==> src/rtl/sync_cnt_pkg.sv <==
// ============================================================================
//  Module   : sync_cnt_pkg
//  Purpose  : Shared constants and helper functions for sync_div_counter and
//             its prescaler.
//             - DIR_UP / DIR_DOWN : encoding of the dir input
//             - bin2gray()        : binary-to-Gray, width-generic up to 32 bits
//             - eff_ratio()       : divide ratio with 0 mapped to 1
//  Revision : 1.0  initial release
// ============================================================================
`default_nettype none

package sync_cnt_pkg;

  localparam logic DIR_UP   = 1'b0;
  localparam logic DIR_DOWN = 1'b1;

  // Callers zero-extend their operand to 32 bits and truncate the result back
  // to their own width. Zero extension keeps the top Gray bit correct because
  // the bit above the MSB is 0.
  function automatic logic [31:0] bin2gray(input logic [31:0] bin);
    return bin ^ (bin >> 1);
  endfunction

  // A ratio of 0 has no sensible meaning, so it behaves as 1 (tick every cycle).
  function automatic logic [31:0] eff_ratio(input logic [31:0] ratio);
    return (ratio == 32'd0) ? 32'd1 : ratio;
  endfunction

endpackage

`default_nettype wire

==> src/rtl/sync_prescaler.sv <==
// ============================================================================
//  Module   : sync_prescaler
//  Purpose  : Runtime-programmable prescaler producing a single-cycle
//             combinational tick every R enabled cycles, R = max(div_ratio,1).
//  Ports    : clk       in   clock, rising edge
//             rst       in   synchronous active-high reset
//             en        in   1 = prescaler advances, 0 = holds
//             div_ratio in   [DIV_W] divide ratio (0 treated as 1)
//             clear     in   synchronous clear of the prescaler, beats en
//             tick      out  high in the cycle the prescaler wraps
//  Revision : 1.0  initial release
// ============================================================================
`default_nettype none

module sync_prescaler
  import sync_cnt_pkg::*;
#(
  parameter int DIV_W = 8
) (
  input  logic             clk,
  input  logic             rst,
  input  logic             en,
  input  logic [DIV_W-1:0] div_ratio,
  input  logic             clear,
  output logic             tick
);

  logic [DIV_W-1:0] r_cnt;
  logic [DIV_W-1:0] w_ratio_m1;
  logic             w_hit;

  assign w_ratio_m1 = DIV_W'(eff_ratio(32'(div_ratio)) - 32'd1);

  // ">=" rather than "==": if the ratio is lowered below the current count,
  // the prescaler fires on the next edge instead of running all the way round.
  assign w_hit = (r_cnt >= w_ratio_m1);
  assign tick  = en & ~clear & w_hit;

  always_ff @(posedge clk) begin
    if (rst) begin
      r_cnt <= '0;
    end else if (clear) begin
      r_cnt <= '0;
    end else if (en) begin
      if (w_hit) begin
        r_cnt <= '0;
      end else begin
        r_cnt <= r_cnt + 1'b1;
      end
    end
  end

endmodule

`default_nettype wire

==> src/rtl/sync_div_counter.sv <==
// ============================================================================
//  Module   : sync_div_counter
//  Purpose  : Modulo-MODULUS up/down counter advanced by a prescaler tick,
//             single clock domain, with clamped synchronous load.
//  Ports    : clk        in   clock, rising edge
//             rst        in   synchronous active-high reset
//             en         in   1 = prescaler runs, 0 = prescaler/counter hold
//             div_ratio  in   [DIV_W] tick period in cycles (0 treated as 1)
//             dir        in   0 = up, 1 = down, sampled on tick
//             load       in   synchronous load strobe (beats tick, ignores en)
//             load_val   in   [WIDTH] load value, clamped to MODULUS-1
//             count      out  [WIDTH] registered count
//             tick_o     out  registered, high with each tick-advanced value
//             wrap_o     out  registered, high with each wrapped value
//             count_gray out  [WIDTH] registered Gray code of count
//                             (only with SYNC_DIV_COUNTER_GRAY_EN defined)
//  Options  : `define SYNC_DIV_COUNTER_GRAY_EN to add the count_gray output.
//  Revision : 1.0  initial release
// ============================================================================
`default_nettype none

module sync_div_counter
  import sync_cnt_pkg::*;
#(
  parameter int WIDTH   = 4,
  parameter int MODULUS = 16,
  parameter int DIV_W   = 8
) (
  input  logic             clk,
  input  logic             rst,
  input  logic             en,
  input  logic [DIV_W-1:0] div_ratio,
  input  logic             dir,
  input  logic             load,
  input  logic [WIDTH-1:0] load_val,
  output logic [WIDTH-1:0] count,
  output logic             tick_o,
  output logic             wrap_o
`ifdef SYNC_DIV_COUNTER_GRAY_EN
  ,
  output logic [WIDTH-1:0] count_gray
`endif
);

  localparam logic [WIDTH-1:0] c_MAX_VAL = WIDTH'(MODULUS - 1);
  localparam logic [31:0]      c_MOD_32  = 32'(MODULUS);

  if ((MODULUS < 2) || (MODULUS > (2 ** WIDTH))) begin : g_bad_modulus
    $error("sync_div_counter: MODULUS must lie in 2..2**WIDTH");
  end

  logic             w_tick;
  logic [WIDTH-1:0] w_load_clamped;
  logic [WIDTH-1:0] w_count_nxt;
  logic             w_tick_nxt;
  logic             w_wrap_nxt;

  logic [WIDTH-1:0] r_count;
  logic             r_tick;
  logic             r_wrap;

  sync_prescaler #(
    .DIV_W (DIV_W)
  ) u_prescaler (
    .clk       (clk),
    .rst       (rst),
    .en        (en),
    .div_ratio (div_ratio),
    .clear     (load),
    .tick      (w_tick)
  );

  // Compare in 32 bits: MODULUS may equal 2**WIDTH, which does not fit WIDTH.
  assign w_load_clamped = (32'(load_val) >= c_MOD_32) ? c_MAX_VAL : load_val;

  always_comb begin
    w_count_nxt = r_count;
    w_tick_nxt  = 1'b0;
    w_wrap_nxt  = 1'b0;
    if (load) begin
      // A coincident tick is dropped; the prescaler is cleared via clear.
      w_count_nxt = w_load_clamped;
    end else if (w_tick) begin
      w_tick_nxt = 1'b1;
      if (dir == DIR_DOWN) begin
        if (r_count == '0) begin
          w_count_nxt = c_MAX_VAL;
          w_wrap_nxt  = 1'b1;
        end else begin
          w_count_nxt = r_count - 1'b1;
        end
      end else begin
        if (r_count == c_MAX_VAL) begin
          w_count_nxt = '0;
          w_wrap_nxt  = 1'b1;
        end else begin
          w_count_nxt = r_count + 1'b1;
        end
      end
    end
  end

  always_ff @(posedge clk) begin
    if (rst) begin
      r_count <= '0;
      r_tick  <= 1'b0;
      r_wrap  <= 1'b0;
    end else begin
      r_count <= w_count_nxt;
      r_tick  <= w_tick_nxt;
      r_wrap  <= w_wrap_nxt;
    end
  end

  assign count  = r_count;
  assign tick_o = r_tick;
  assign wrap_o = r_wrap;

`ifdef SYNC_DIV_COUNTER_GRAY_EN
  logic [WIDTH-1:0] r_gray;

  // Encoding the next value keeps count_gray in the same cycle as count.
  always_ff @(posedge clk) begin
    if (rst) begin
      r_gray <= '0;
    end else begin
      r_gray <= WIDTH'(bin2gray(32'(w_count_nxt)));
    end
  end

  assign count_gray = r_gray;
`endif

endmodule

`default_nettype wire

==> config.mk <==
export PLATFORM = sky130hd
export DESIGN_NAME = sync_div_counter
export DESIGN_NICKNAME = d
export VERILOG_FILES = /design/src/rtl/sync_cnt_pkg.sv /design/src/rtl/sync_prescaler.sv /design/src/rtl/sync_div_counter.sv
export SDC_FILE = /design/constraint.sdc
export NUM_CORES = 1
export LEC_CHECK = 0
export ABC_AREA = 1
export CAP_MARGIN = 15
export CORE_UTILIZATION = 54
export CTS_CLUSTER_SIZE = 30
export DETAILED_ROUTE_END_ITERATION = 6
export PLACE_DENSITY = 0.84
export SYNTH_ARGS = -nofsm -noshare
export SYNTH_HDL_FRONTEND = slang
export SYNTH_SLANG_ARGS = --single-unit
export TNS_END_PERCENT = 5
==> constraint.sdc <==
create_clock -name clk -period 3.9 [get_ports clk]
set_input_delay 0.78 -clock clk [delete_from_list [all_inputs] [get_ports clk]]
set_output_delay 0.78 -clock clk [all_outputs]
set_load 0.01 [all_outputs]
==> results of run 1 <==
-- cells in the mapped netlist, drive strengths merged (2+ instances only) --
library cell,instances,area (sq um)
dfxtp,14,280
xor2,6,52.6
nand2,39,149
and3,2,13.8
nor2,19,78.8
nor3,6,46.3
o21ai,6,30.0
inv,22,82.6
ha,13,163
nand3,10,55.1
xnor2,2,17.5
a21oi,14,73.8
-- worst min-delay path, delay by kind of cell, from the launching register on --
family             cells  cell delay [ns]
and+or+nand+nor        1             0.07
DFF                    1             0.33
AOI/OAI and AO/OA      1             0.05
-- final cells by class --
class,instances,share of cell area (%)
clock buffer,4,2.66
inverter,22,6.04
multi-input combinational,122,52.4
sequential,14,20.5
tap,25,2.29
timing repair buffer,22,16.1
-- registers in the layout, indices dropped and copies added (netlist names) --
| signal | count |
|---|---|
| count | 4 |
| tick_o | 1 |
| u_prescaler.r_cnt | 8 |
| wrap_o | 1 |
-- power by group --
part | switching [mW] | leakage, nW | internal [mW]
logic | 0.0437 | 0.515 | 0.0409
clock network | 0.0493 | 0.0210 | 0.0570
registers | 0.00633 | 0.114 | 0.147
total | 0.0993 | 0.650 | 0.245
-- layer usage --
layer	up-vias	share of wire (%)	track usage, %
met5	-	0	0
met4	0	1.4	10.9
met3	5	5.8	8.63
met2	33	49	41.9
met1	465	44	28.0
li1	564	-	-
-- how the worst max path moves through the flow --
stage	end	from	slack, ns	cells after the start
finish	count[2]	div_ratio[2]	0.52	20
global route	count[2]	div_ratio[2]	0.23	20
CTS	count[2]	div_ratio[2]	0.52	20
detailed placement	count[2]	div_ratio[2]	0.21	20
global placement	count[2]	div_ratio[2]	0.27	20
floorplan	count[2]	div_ratio[5]	1.12	17
-- cells in the final DEF, fill, tap and decap left out, drive strengths merged, types with 2 or more instances in the layout --
cell	n
xnor2	2
xor2	6
inv	22
nor2	19
nand3	10
dfxtp	14
nor3	6
and3	2
clkdlybuf4s50	22
o21ai	6
nand2	39
ha	13
a21oi	14
clkbuf	4
-- metrics by stage --
| step | cells | power [mW] | area, sq um | utilization (%) | setup WS [ns] |
|---|---|---|---|---|---|
| CTS | 209 | 0.347 | 1370 | 75.8 | 0.522 |
| global placement | 205 | 0.237 | 1330 | 73.8 | 0.270 |
| finish | 209 | 0.345 | 1370 | 75.8 | 0.516 |
| detailed placement | 205 | 0.241 | 1330 | 73.8 | 0.212 |
| floorplan | 158 | 0.203 | 1080 | - | 1.12 |
| global route | 209 | 0.365 | 1370 | 75.8 | 0.226 |
-- cells by family after synthesis --
group,count (synthesis)
buf+inv,22
fa+ha+maj,13
xor+xnor,8
flops,14
compound gates,23
simple gates,78
==> results.txt, run 1 <==
Flops & latches, synth = 14
Period utilisation layout = 86.8%
Num CTS Buffers = 3
Max Clk Rate = 295 MHz
Pwr per Cell Area = 252 nW/um^2
Synthesized Nets = 188
Setup TNS Final = 0 ns
Setup crit end kind = register
Max_cap viols = 0
R2r setup slk = 2.07 ns
FILL cells = 161
R2R Path Start = u_prescaler.r_cnt[0]
CTS clk-pin slew, worst paths = 0.08 ns
Total number of vias = 1067
Routed length per instance = 11.2 um
WP buf/inv = 4
Ports = 23
Min-Delay Path Class = reg -> reg
Final ANT Viol Nets = 0
Seq/Total Area, Yosys = 26.0%
Worst Skew = 0.00389 ns
DR pass1 iterations = 4
Starting Density = 59.9%
Layout Nets = 215
DRC viols = 0
Final hold vios = 0
Final setup violation count = 0
Clk sinks = 14
Clk_lat worst skew = 0.29 ns
Post-CTS Setup Bufs = 0
Drt total wl = 2.34 mm
Slowest cell on the critical path = clkdlybuf4s50_1
DIE WIDTH = 46.7 um
Max incr delay on CP = 0.51 ns
Min-Delay Startpoint = u_prescaler.r_cnt[0]
Synth warn = 0
End point of the worst hold path = u_prescaler.r_cnt[0]
Critical path type = in -> reg
Initial DRC count = 10
Worst VDD drop = 0.263 mV
EDFF count, synth = 0
Min Tclk post-route = 3.38 ns
Vias in the first global route = 956
Cell chain of the critical path = clkdlybuf4s50_1, inv_1, nand2_1, nor3_1, a21oi_1, ha_1, nand2_1, nor2_1, xor2_1, inv_1, ha_1, nand2_1, nor2_1, nand2_1, nand2_1, nand2_1, nand2_2, nand2_1, o21ai_0, inv_1
Die Ht = 46.7 um
Status = finished, final reports clean
Synth Area in Adders = 15.1%
Post-synthesis xor/xnor area fraction = 6.50%
Rows = 15
Diode count = 0
Max-slew violation count = 0
Worst Tran Pin Value = 0.336 ns
Initial antenna violation count = 0
Static Leak = 0.650 nW
# resized after CTS = 0
Multi-input logic area = 716 sq um
CTS H-Tree Depth = 1
Hold Buf Count CTS = 0
CTS Buffer Depth = 2
Cell variety after synth = 25
GRT overflow = 0
Synth Instances = 158
First-pass GRT wire length = 3.67 mm
RePlAce Congestion = 0.905
Die area = 2180 sq um
CP startpoint kind = primary input
Top delay family on crit path = simple AND/OR/NAND/NOR gates
Ratio of cells with drive above 1 in the final layout = 6.52%
CTS tree = yes
RSZ-0062 raised after global routing = no
Synthesized area = 1080 sq um
Mean post-synth cell area = 6.83 sq um
CP Max Fanout = 10
Port Buffer Count = 22
DP HPWL = 1.97 mm
Layout area overhead = 26.7%
Main combinational cell family by area after synthesis = simple AND/OR/NAND/NOR gates
CP arrival = 3.57 ns
Slew headroom = 77.6%
Mux cell area share after synthesis = 0%
Core ar. = 1800 sq um
All-layer global routing usage = 24.9%
Compound-Gate Fraction of Synth Area = 11.7%
Required @ worst endpoint = 4.09 ns
WHS = 0.498 ns
R2R Path End = count[2]
Post-synthesis async set-or-reset flop share = 0%
Pin count of the biggest net entering global routing = 11
Register area = 280 sq um
Hold Path Depth = 2
Via density per instance = 5.11
CTS root buffer = clkbuf_4
Most frequent CP cell = nand2_1
R2R cell count = 13
Synth Flop Type = dfxtp_1
Post-Synth Simple-Gate Area = 33.1%
(Power assumes the default switching activity.)
==> run 2, diff against run 1 <==
--- a/config.mk
+++ b/config.mk
@@ -8,7 +8,6 @@
 export ABC_AREA = 1
 export CAP_MARGIN = 15
 export CORE_UTILIZATION = 54
-export CTS_CLUSTER_SIZE = 30
 export DETAILED_ROUTE_END_ITERATION = 6
 export PLACE_DENSITY = 0.84
 export SYNTH_ARGS = -nofsm -noshare
==> results of run 2 <==
The final DEF is identical to that of run 1; final timing and power are the same.
